**src/rtl/pci_bench_arbiter.sv**
```systemverilog
// ---------------------------------------------------------------------------
// pci_bench_arbiter
//
// Central PCI arbiter for the bench. Up to 8 masters share one segment
// through active-low REQ#/GNT# pairs. A new grant is only placed onto an
// idle bus (FRAME# and IRDY# both high). With no requests the bus is parked
// on PARK_MASTER. A granted master that leaves the idle bus unused for
// IDLE_TIMEOUT clocks loses its grant.
//
// Ports
//   CLK          PCI clock, rising edge
//   RST          asynchronous active-high reset
//   REQ[N-1:0]   per-master request, active-low
//   GNT[N-1:0]   per-master grant, active-low, registered
//   FRAME        bus FRAME#, active-low
//   IRDY         bus IRDY#, active-low
//   ARB_OWNER    index of the current or last grantee
//   ARB_VALID    high while any GNT bit is low
//   ARB_TIMEOUT  one-clock pulse when a grant is withdrawn for non-use
//   DBG_STATE    current arbiter state encoding (debug observation)
//
// Handshake: a master holds REQ[i] low for as long as it wants the bus.
// GNT[i] low means it may start a cycle by driving FRAME low on an idle
// bus. The arbiter drops GNT[i] at the edge where it samples FRAME low,
// so exactly one transaction is started per grant; REQ[i] going high
// while granted (without FRAME) is taken as a withdrawn request.
// ---------------------------------------------------------------------------
module pci_bench_arbiter #(
    parameter int NUM_MASTERS  = 4,
    parameter int PARK_MASTER  = 0,
    parameter int IDLE_TIMEOUT = 16
) (
    input  logic                   CLK,
    input  logic                   RST,
    input  logic [NUM_MASTERS-1:0] REQ,
    output logic [NUM_MASTERS-1:0] GNT,
    input  logic                   FRAME,
    input  logic                   IRDY,
    output logic [2:0]             ARB_OWNER,
    output logic                   ARB_VALID,
    output logic                   ARB_TIMEOUT,
    output logic [2:0]             DBG_STATE
);

    localparam int         TW       = $clog2(IDLE_TIMEOUT + 1);
    localparam logic [2:0] PARK_IDX = 3'(PARK_MASTER);

    typedef enum logic [2:0] {
        S_PARK_WAIT = 3'd0,
        S_PARK      = 3'd1,
        S_GRANT     = 3'd2,
        S_BUSY      = 3'd3,
        S_HANDOFF   = 3'd4
    } state_e;

    state_e                 state_q, state_d;
    logic [NUM_MASTERS-1:0] gnt_q, gnt_d;
    logic [2:0]             owner_q, owner_d;
    logic [2:0]             rr_q, rr_d;
    logic [TW-1:0]          timer_q, timer_d;
    logic                   tout_q, tout_d;
    logic [2:0]             hof_idx_q, hof_idx_d;
    logic                   hof_park_q, hof_park_d;

    logic [NUM_MASTERS-1:0] req_low;
    logic [NUM_MASTERS-1:0] owner_mask;
    logic [NUM_MASTERS-1:0] other_req;
    logic                   any_req;
    logic                   any_other;
    logic                   owner_req;
    logic                   frame_low;
    logic                   bus_idle;
    logic [2:0]             pick;
    logic [2:0]             pick_other;

    // First requester scanning upward from ptr+1, wrapping; ptr itself is
    // checked last. Returns ptr when nothing is requesting.
    function automatic logic [2:0] rr_pick(input logic [NUM_MASTERS-1:0] rl,
                                           input logic [2:0] ptr);
        logic [2:0]             res;
        logic                   found;
        logic [NUM_MASTERS-1:0] sh;
        int                     idx;
        res   = ptr;
        found = 1'b0;
        for (int i = 1; i <= NUM_MASTERS; i++) begin
            idx = (int'(ptr) + i) % NUM_MASTERS;
            sh  = rl >> idx;
            if (!found && sh[0]) begin
                res   = 3'(idx);
                found = 1'b1;
            end
        end
        return res;
    endfunction

    // Active-low grant vector with only bit idx asserted.
    function automatic logic [NUM_MASTERS-1:0] gnt_for(input logic [2:0] idx);
        logic [NUM_MASTERS-1:0] v;
        for (int i = 0; i < NUM_MASTERS; i++) begin
            v[i] = (idx != 3'(i));
        end
        return v;
    endfunction

    always_comb begin
        req_low    = ~REQ;
        any_req    = |req_low;
        owner_mask = ~gnt_for(owner_q);
        other_req  = req_low & ~owner_mask;
        any_other  = |other_req;
        owner_req  = |(req_low & owner_mask);
        frame_low  = ~FRAME;
        bus_idle   = FRAME & IRDY;
        pick       = rr_pick(req_low, rr_q);
        pick_other = rr_pick(other_req, owner_q);
    end

    always_comb begin
        state_d    = state_q;
        gnt_d      = gnt_q;
        owner_d    = owner_q;
        rr_d       = rr_q;
        timer_d    = timer_q;
        tout_d     = 1'b0;
        hof_idx_d  = hof_idx_q;
        hof_park_d = hof_park_q;

        case (state_q)
            S_PARK_WAIT: begin
                if (any_req && bus_idle) begin
                    state_d = S_GRANT;
                    gnt_d   = gnt_for(pick);
                    owner_d = pick;
                    rr_d    = pick;
                    timer_d = '0;
                end else begin
                    state_d = S_PARK;
                    gnt_d   = gnt_for(PARK_IDX);
                    owner_d = PARK_IDX;
                end
            end

            S_PARK: begin
                if (frame_low) begin
                    state_d = S_BUSY;
                    gnt_d   = '1;
                end else if (any_req && bus_idle) begin
                    if (pick == PARK_IDX) begin
                        // Parked master is the winner: keep GNT low, no gap.
                        state_d = S_GRANT;
                        owner_d = PARK_IDX;
                        rr_d    = PARK_IDX;
                        timer_d = '0;
                    end else begin
                        state_d    = S_HANDOFF;
                        gnt_d      = '1;
                        hof_idx_d  = pick;
                        hof_park_d = 1'b0;
                    end
                end
            end

            S_HANDOFF: begin
                // Target was latched on entry; requests are not re-checked.
                if (hof_park_q) begin
                    state_d = S_PARK;
                    gnt_d   = gnt_for(PARK_IDX);
                    owner_d = PARK_IDX;
                end else begin
                    state_d = S_GRANT;
                    gnt_d   = gnt_for(hof_idx_q);
                    owner_d = hof_idx_q;
                    rr_d    = hof_idx_q;
                    timer_d = '0;
                end
            end

            S_GRANT: begin
                if (frame_low) begin
                    // Drop the grant as the cycle starts; FRAME beats timeout.
                    state_d = S_BUSY;
                    gnt_d   = '1;
                end else if (!owner_req) begin
                    if (any_other) begin
                        state_d    = S_HANDOFF;
                        gnt_d      = '1;
                        hof_idx_d  = pick_other;
                        hof_park_d = 1'b0;
                    end else if (owner_q == PARK_IDX) begin
                        state_d = S_PARK;
                    end else begin
                        state_d    = S_HANDOFF;
                        gnt_d      = '1;
                        hof_idx_d  = PARK_IDX;
                        hof_park_d = 1'b1;
                    end
                end else if (bus_idle) begin
                    if (timer_q == TW'(IDLE_TIMEOUT - 1)) begin
                        // Owner is masked out so it is skipped on the way out.
                        tout_d     = 1'b1;
                        rr_d       = owner_q;
                        state_d    = S_HANDOFF;
                        gnt_d      = '1;
                        hof_idx_d  = any_other ? pick_other : PARK_IDX;
                        hof_park_d = !any_other;
                    end else begin
                        timer_d = timer_q + TW'(1);
                    end
                end
            end

            S_BUSY: begin
                // The idle cycle already on the bus serves as turnaround.
                if (bus_idle) begin
                    if (any_req) begin
                        state_d = S_GRANT;
                        gnt_d   = gnt_for(pick);
                        owner_d = pick;
                        rr_d    = pick;
                        timer_d = '0;
                    end else begin
                        state_d = S_PARK;
                        gnt_d   = gnt_for(PARK_IDX);
                        owner_d = PARK_IDX;
                    end
                end
            end

            default: begin
                state_d = S_PARK_WAIT;
                gnt_d   = '1;
            end
        endcase
    end

    always_ff @(posedge CLK or posedge RST) begin
        if (RST) begin
            state_q    <= S_PARK_WAIT;
            gnt_q      <= '1;
            owner_q    <= PARK_IDX;
            rr_q       <= PARK_IDX;
            timer_q    <= '0;
            tout_q     <= 1'b0;
            hof_idx_q  <= PARK_IDX;
            hof_park_q <= 1'b0;
        end else begin
            state_q    <= state_d;
            gnt_q      <= gnt_d;
            owner_q    <= owner_d;
            rr_q       <= rr_d;
            timer_q    <= timer_d;
            tout_q     <= tout_d;
            hof_idx_q  <= hof_idx_d;
            hof_park_q <= hof_park_d;
        end
    end

    assign GNT         = gnt_q;
    assign ARB_OWNER   = owner_q;
    assign ARB_VALID   = ~&gnt_q;
    assign ARB_TIMEOUT = tout_q;
    assign DBG_STATE   = state_q;

endmodule

```
**config.mk**
```make
export PLATFORM = sky130hd
export DESIGN_NAME = pci_bench_arbiter
export DESIGN_NICKNAME = d
export VERILOG_FILES = /design/src/rtl/pci_bench_arbiter.sv
export SDC_FILE = /design/constraint.sdc
export NUM_CORES = 1
export LEC_CHECK = 0
export CORE_MARGIN = 5
export CORE_UTILIZATION = 56
export CTS_CLUSTER_SIZE = 28
export DETAILED_ROUTE_END_ITERATION = 10
export GPL_TIMING_DRIVEN = 0
export PLACE_DENSITY = 0.78
export SLEW_MARGIN = 10
export SYNTH_ARGS = -nofsm -noshare
export SYNTH_HDL_FRONTEND = slang
export SYNTH_SLANG_ARGS = --single-unit
```
**constraint.sdc**
```tcl
create_clock -name CLK -period 7.3 [get_ports CLK]
set_input_delay 1.46 -clock CLK [delete_from_list [all_inputs] [get_ports CLK]]
set_output_delay 1.46 -clock CLK [all_outputs]
set_load 0.05 [all_outputs]
```
Word-level counts from Yosys, hierarchy flattened
Cells that the tools add are included.
{"block": "word_totals", "register_bits": 23, "elab_cells": 213}
{"block": "op_classes", "n_addsub": 9, "eq_ne": 35, "shift": 8, "muxes": 97, "n_bitwise": 14, "reduce_logical": 42}
{"op": "4-bit by 32-bit right shift with 1-bit output", "n": 8}
{"op": "3-bit two-way mux", "n": 43}
{"op": "5-bit two-way mux", "n": 11}
{"op": "4-bit two-way mux", "n": 13}
{"op": "3-bit case mux with 5 select lines", "n": 2}
{"op": "2-bit != test (second input constant)", "n": 13}
{"op": "5-bit case mux with 5 select lines", "n": 1}
{"op": "12-bit AND reduction", "n": 2}
{"op": "1-bit two-way mux", "n": 20}
{"op": "4-bit case mux with 5 select lines", "n": 1}
{"op": "3-bit by 2-bit != test with 1-bit output (second input constant)", "n": 6}
{"op": "2-bit OR reduction", "n": 8}
{"op": "3-bit != test (second input constant)", "n": 4}
{"op": "4-bit != test (second input constant)", "n": 3}
{"op": "4-bit inverter", "n": 3}
{"op": "3-bit case mux with 4 select lines", "n": 1}
{"op": "4-bit OR reduction", "n": 3}
{"op": "3-bit zero test", "n": 3}
{"op": "3-bit by 1-bit != test with 1-bit output (second input constant)", "n": 3}
{"op": "3-bit nonzero test", "n": 3}
{"op": "2-bit by 1-bit adder with 2-bit output (second input constant)", "n": 4}
{"op": "2-bit adder (second input constant)", "n": 4}
{"op": "1-bit AND (first input constant)", "n": 8}
{"op": "4-bit AND", "n": 2}
{"op": "other kinds (19)", "n": 36}

Longest topological paths before layout
Gate-level depths: netlist (run 1).
{"block": "depth", "ltp_word": 21, "mapped_depth": 10}

Least setup slack after synthesis (run 1)
Ideal clock, no wire load.
{"block": "synth_path", "path_kind": "input to register", "startpoint": "input REQ[1]", "endpoint": "register timer_q[4]", "setup_time_ns": 0.125, "arrival_time_ns": 3.016, "required_time_ns": 7.175, "setup_slack_ns": 4.159, "path_stages": 8, "path_buffers": 2, "path_cell_list": "buf_2 nand2b_1 a41oi_1 o21ai_0 a211oi_2 and3b_1 buf_2 mux2_4"}
{"block": "synth_via", "elab_chain_len": 15}
{"element": "start: declaration", "line_no": "35", "rtl": "input logic [NUM_MASTERS-1:0] REQ,"}
{"element": "4-bit inverter (*)", "line_no": "107", "rtl": "req_low = ~REQ;"}
{"element": "4-bit by 32-bit right shift with 1-bit output", "line_no": "88", "rtl": "sh = rl >> idx;"}
{"element": "1-bit two-way mux", "line_no": "89", "rtl": "if (!found && sh[0]) begin"}
{"element": "1-bit zero test", "line_no": "89"}
{"element": "1-bit logical AND", "line_no": "89"}
{"element": "1-bit two-way mux", "line_no": "89"}
{"element": "1-bit zero test", "line_no": "89"}
{"element": "1-bit logical AND", "line_no": "89"}
{"element": "1-bit two-way mux", "line_no": "89"}
{"element": "1-bit zero test", "line_no": "89"}
{"element": "1-bit logical AND", "line_no": "89"}
{"element": "3-bit two-way mux", "line_no": "89"}
{"element": "3-bit zero test", "line_no": "149", "rtl": "if (pick == PARK_IDX) begin"}
{"element": "2-bit != test (no source line)"}
{"element": "12-bit AND reduction (no source line) (*)"}
{"element": "end signal: assignment", "line_no": "252", "rtl": "timer_q <= timer_d;"}
{"element": "end: declaration", "line_no": "60", "rtl": "logic [TW-1:0] timer_q, timer_d;"}
Mark *: on every way between the ends. The rest lies on a longest branch, timed or not.
A chain may end at the register's enable or synchronous reset.

Worst setup path after layout (run 1)
{"block": "layout_path", "startpoint": "input REQ[3]", "endpoint": "register timer_q[4]"}
The elaborated chain is that of the path after synthesis.

==> reports/summary.md, run 1 <==
The internal reg-to-reg setup slack was 4.39 ns; the total internal power was 0.534 mW. In the layout the commonest cells are 25 x sky130_fd_sc_hd__nor2_1, 23 x sky130_fd_sc_hd__nand2_1, 19 x sky130_fd_sc_hd__dfrtp_1. The HPWL after detailed placement was 3.95 mm. The tools report the worst slew slack as a fraction of its limit as 39.3%. The total cell area at the placement stage came out at 2290 sq um. The total number of vias came out at 2,088. For the worst-skew pair, the clock arrives at the later sink with an insertion delay of 0.27 ns. The count of routing violations after the opening detailed-route iteration came out at 308. Number of max-slew violations in the final report: 0. The core region is 3630 sq um. In this run the worst path has a maximum fanout of 10.

The tightest min-delay check is of the reg2reg type. From synthesis to final layout, the design area changed by 12.3%. The initial utilization of the core area, before any placement, comes to 57.2%. After layout, the worst path uses 48.7% of the clock period. Setup repair after global routing left no endpoint under its margin. After synthesis, the netlist uses 59 different library cells.

The number of nets at the end of the flow was 290; the arrival time of data at the critical path endpoint was 3.72 ns. Required time of the critical path: 7.46 ns. The startpoint identified for the worst register-to-register timing path is ARB_OWNER[0]$_DFFE_PP0P_. The logs give 0 for the count of synthesis-stage warnings from yosys and 0 for the initial antenna violation count.

The via count of the first global-routing pass was 1,904. In the routed layout, each cell is associated on average with a via count of 6.46. The total count of hold-check failures in the final report was 0.

Counting flops with a built-in enable in the synthesized netlist gives 0. After global routing the overflow that remains totals 0. The run gives 0 ns as the total negative slack. Measured in cells, the most critical reg-to-reg path has a length of 10. The run gives 7.3% as the clock share of power.

Counting the buffers created by CTS gives 3. The count of buffers added on input and output ports is 15. The finished cells cover 2340 sq um. The count of hold-fix buffers inserted at cts was 0; the leakage power summed over all cells was 0.933 nW.

For the pin with the worst max-slew slack, the measured transition is 0.910 ns. The number of placed I/O pins is 20, and the area of the mapped netlist is 2080 sq um. In this run the remaining antenna-violating nets after routing total 0. Counting along the longest clock path gives a buffer depth of 2.

The congestion estimate from routability-driven global placement came to 0.941. Startpoint of the worst setup timing path: REQ[3]. Power density over the cells: 482 nW/um^2. The worst setup path is launched from a primary input. Commonest non-fill, non-tap cell in the layout: sky130_fd_sc_hd__nor2_1. The relative contribution of combinational cells to total power was 71.4%. After layout, the minimum clock period comes to 3.56 ns.

The average wire length per cell after detail routing came out at 16.3 um. Primary flip-flop cell chosen by synthesis mapping: sky130_fd_sc_hd__dfrtp_1. The tools report the part of the Yosys area used for sequential elements as 27.9%. Die height: 70.9 um. The run finished with clean final reports.

The first-pass iteration count of the detailed router is 5, and the part of the total power dissipated in sequential elements is 21.3%. In this run switching power makes up 52.6% of total power. The clock slew at the register clock pins of the worst setup and hold paths is 0.09 ns, and the total DRC errors in the routed layout is 0.

Cells with a size suffix above 1 make up 12.0% of the layout. The floorplan row count is 22. Measured along the x axis, the die boundary spans 70.9 um.

The number of stages on the worst hold path works out to 1. TritonCTS built the clock tree. In this run the clock root is driven by a sky130_fd_sc_hd__clkbuf_8. The startpoint identified for the worst hold timing path is timer_q[0]$_DFFE_PP0P_.

The final hold slack was 0.518 ns; the max capacitance violation total was 0. Summed over all layers, the routed wires come to 5.26 mm. For the final database, setup skew stands at 0.00397 ns. For this run, asynchronously set or reset flops after synthesis account for 100%. IR analysis of the VDD net gives a maximum drop of 0.000207 V. Number of antenna diodes: 0. After clock tree synthesis, the repair step resized 0 gates. Clock tree synthesis found a total of 23 sinks. The filler cells instantiated in the layout total 330. The tools report the total routing resource utilization after global routing as 21.9%. The worst hold path terminates at timer_q[0]$_DFFE_PP0P_. Summed over all nets, the switching power comes to 0.592 mW.

Synthesis inferred 23 register bits. The run gives 5030 sq um as the die area. Capturing point of the worst reg2reg path: timer_q[4]$_DFFE_PP0P_.

The maximum clock rate came out at 0.281 GHz. The tools report the number of H-tree levels as 1. Type of destination of the critical path: a flip-flop. The critical path class is in2reg. The logs give 0 for the number of buffers added for setup after CTS and 0 for the final-report setup violation count. Averaged over all synthesized cells, the footprint is 8.12 sq um.

When the netlist entered floorplanning its net count stood at 270. The first global-routing pass estimated 9.07 mm of wire. Entering global routing, the biggest net connects 24 pins. The gate count after technology mapping is 256.
-- worst max path at each step --
stage	cells after the start	to	slack (ns)
2_1_floorplan	8	timer_q[4]$_DFFE_PP0P_	4.16
3_3_place_gp	9	timer_q[4]$_DFFE_PP0P_	3.48
3_5_place_dp	9	timer_q[4]$_DFFE_PP0P_	3.48
4_1_cts	9	timer_q[4]$_DFFE_PP0P_	3.76
5_1_grt	10	timer_q[4]$_DFFE_PP0P_	3.60
6_report	9	timer_q[4]$_DFFE_PP0P_	3.74
-- layer usage --
metal  up-vias  share of wire (%)  global-route usage (%)
li1        984                  -                       -
met1       978                 45                    31.1
met2       115                 46                    34.6
met3        11                7.6                    3.13
met4         0                1.4                    6.89
met5         -                  0                       0
-- cells in the mapped netlist, types with 4 or more instances --
| cell | instances | area, sq um |
|---|---|---|
| sky130_fd_sc_hd__inv_1 | 13 | 48.8 |
| sky130_fd_sc_hd__ha_1 | 6 | 75.1 |
| sky130_fd_sc_hd__nand2b_1 | 8 | 50.1 |
| sky130_fd_sc_hd__mux2i_1 | 13 | 130 |
| sky130_fd_sc_hd__dfstp_2 | 4 | 105 |
| sky130_fd_sc_hd__o22ai_1 | 8 | 50.1 |
| sky130_fd_sc_hd__buf_2 | 7 | 35.0 |
| sky130_fd_sc_hd__a2bb2oi_1 | 4 | 35.0 |
| sky130_fd_sc_hd__clkbuf_1 | 9 | 33.8 |
| sky130_fd_sc_hd__dfrtp_1 | 19 | 475 |
| sky130_fd_sc_hd__a21oi_1 | 9 | 45.0 |
| sky130_fd_sc_hd__o21ai_0 | 17 | 85.1 |
| sky130_fd_sc_hd__nand2_1 | 23 | 86.3 |
| sky130_fd_sc_hd__nor2b_1 | 4 | 25.0 |
| sky130_fd_sc_hd__a32oi_1 | 4 | 35.0 |
| sky130_fd_sc_hd__nor3_1 | 6 | 30.0 |
| sky130_fd_sc_hd__nor2_1 | 25 | 93.8 |
| sky130_fd_sc_hd__nand3_1 | 11 | 55.1 |
-- sequential cells by signal, summed over array words and instances, names as in the netlist --
register     flops
timer_q          5
GNT              4
ARB_OWNER        3
DBG_STATE        3
hof_idx_q        3
rr_q             3
ARB_TIMEOUT      1
hof_park_q       1
-- final cells by class --
type	instances	area (sq um)	share of cell area (%)
Buffer	19	86.3	3.70
Clock inverter	1	5.00	0.214
Clock buffer	3	41.3	1.77
Multi-Input combinational cell	201	1360	58.4
Inverter	13	48.8	2.09
Timing Repair Buffer	15	150	6.43
Sequential cell	23	581	24.9
Tap cell	48	60.1	2.57
-- stage by stage --
| step | instances | util [%] | power (mW) | worst slack (ns) |
|---|---|---|---|---|
| 5_1_grt | 323 | 64.3 | 1.21 | 3.60 |
| 3_5_place_dp | 319 | 63.0 | 1.03 | 3.48 |
| 3_3_place_gp | 319 | 63.0 | 1.03 | 3.48 |
| 6_report | 323 | 64.3 | 1.13 | 3.74 |
| 2_1_floorplan | 256 | - | 0.844 | 4.16 |
| 4_1_cts | 323 | 64.3 | 1.12 | 3.76 |
-- power groups by stage --
stage / sequential [mW] / clock (mW) / combinational [mW]
final: 0.239 / 0.0820 / 0.804
after global routing: 0.249 / 0.0874 / 0.875
after CTS: 0.239 / 0.0833 / 0.794
after detailed placement: 0.241 / 0 / 0.791
after global placement: 0.239 / 0 / 0.788
after floorplan: 0.309 / 0 / 0.536
-- kinds of logic after synthesis --
| logic type | Yosys count | synth area share, % |
|---|---|---|
| simple gates | 96 | 23.3 |
| flops | 23 | 27.9 |
| compound gates | 78 | 27.6 |
| buf+inv | 32 | 6.50 |
| xor+xnor | 1 | 0.421 |
| mux | 20 | 10.7 |
| fa+ha+maj | 6 | 3.61 |
-- critical path: stages --
cell and delay, ns:
sky130_fd_sc_hd__clkdlybuf4s50_1 0.42, sky130_fd_sc_hd__buf_2 0.18, sky130_fd_sc_hd__nand2b_1 0.17, sky130_fd_sc_hd__a41oi_1 0.34, sky130_fd_sc_hd__o21ai_0 0.17, sky130_fd_sc_hd__a211oi_2 0.32, sky130_fd_sc_hd__and3b_1 0.20, sky130_fd_sc_hd__buf_2 0.16
sky130_fd_sc_hd__mux2_4 0.30
No activity file was read; power rests on OpenSTA's default activity.
==> run 2: changes to the inputs <==
==> constraint.sdc (replaced) <==
create_clock -name CLK -period 3.3 [get_ports CLK]
set_input_delay 0.66 -clock CLK [delete_from_list [all_inputs] [get_ports CLK]]
set_output_delay 0.66 -clock CLK [all_outputs]
set_load 0.05 [all_outputs]
==> results of run 2 <==
The final DEF is identical to that of run 1. Status: complete, no violations.
Main changes from that run: setup slack after placement 3.48 ns -> 0.279 ns; setup slack after layout 3.74 ns -> 0.390 ns; start point of the critical path REQ[3] -> ARB_OWNER[0]$_DFFE_PP0P_; register-to-register setup slack 4.39 ns -> 0.39 ns; total power 1.13 mW -> 2.49 mW; worst IR drop on VDD 0.000207 V -> 0.000458 V
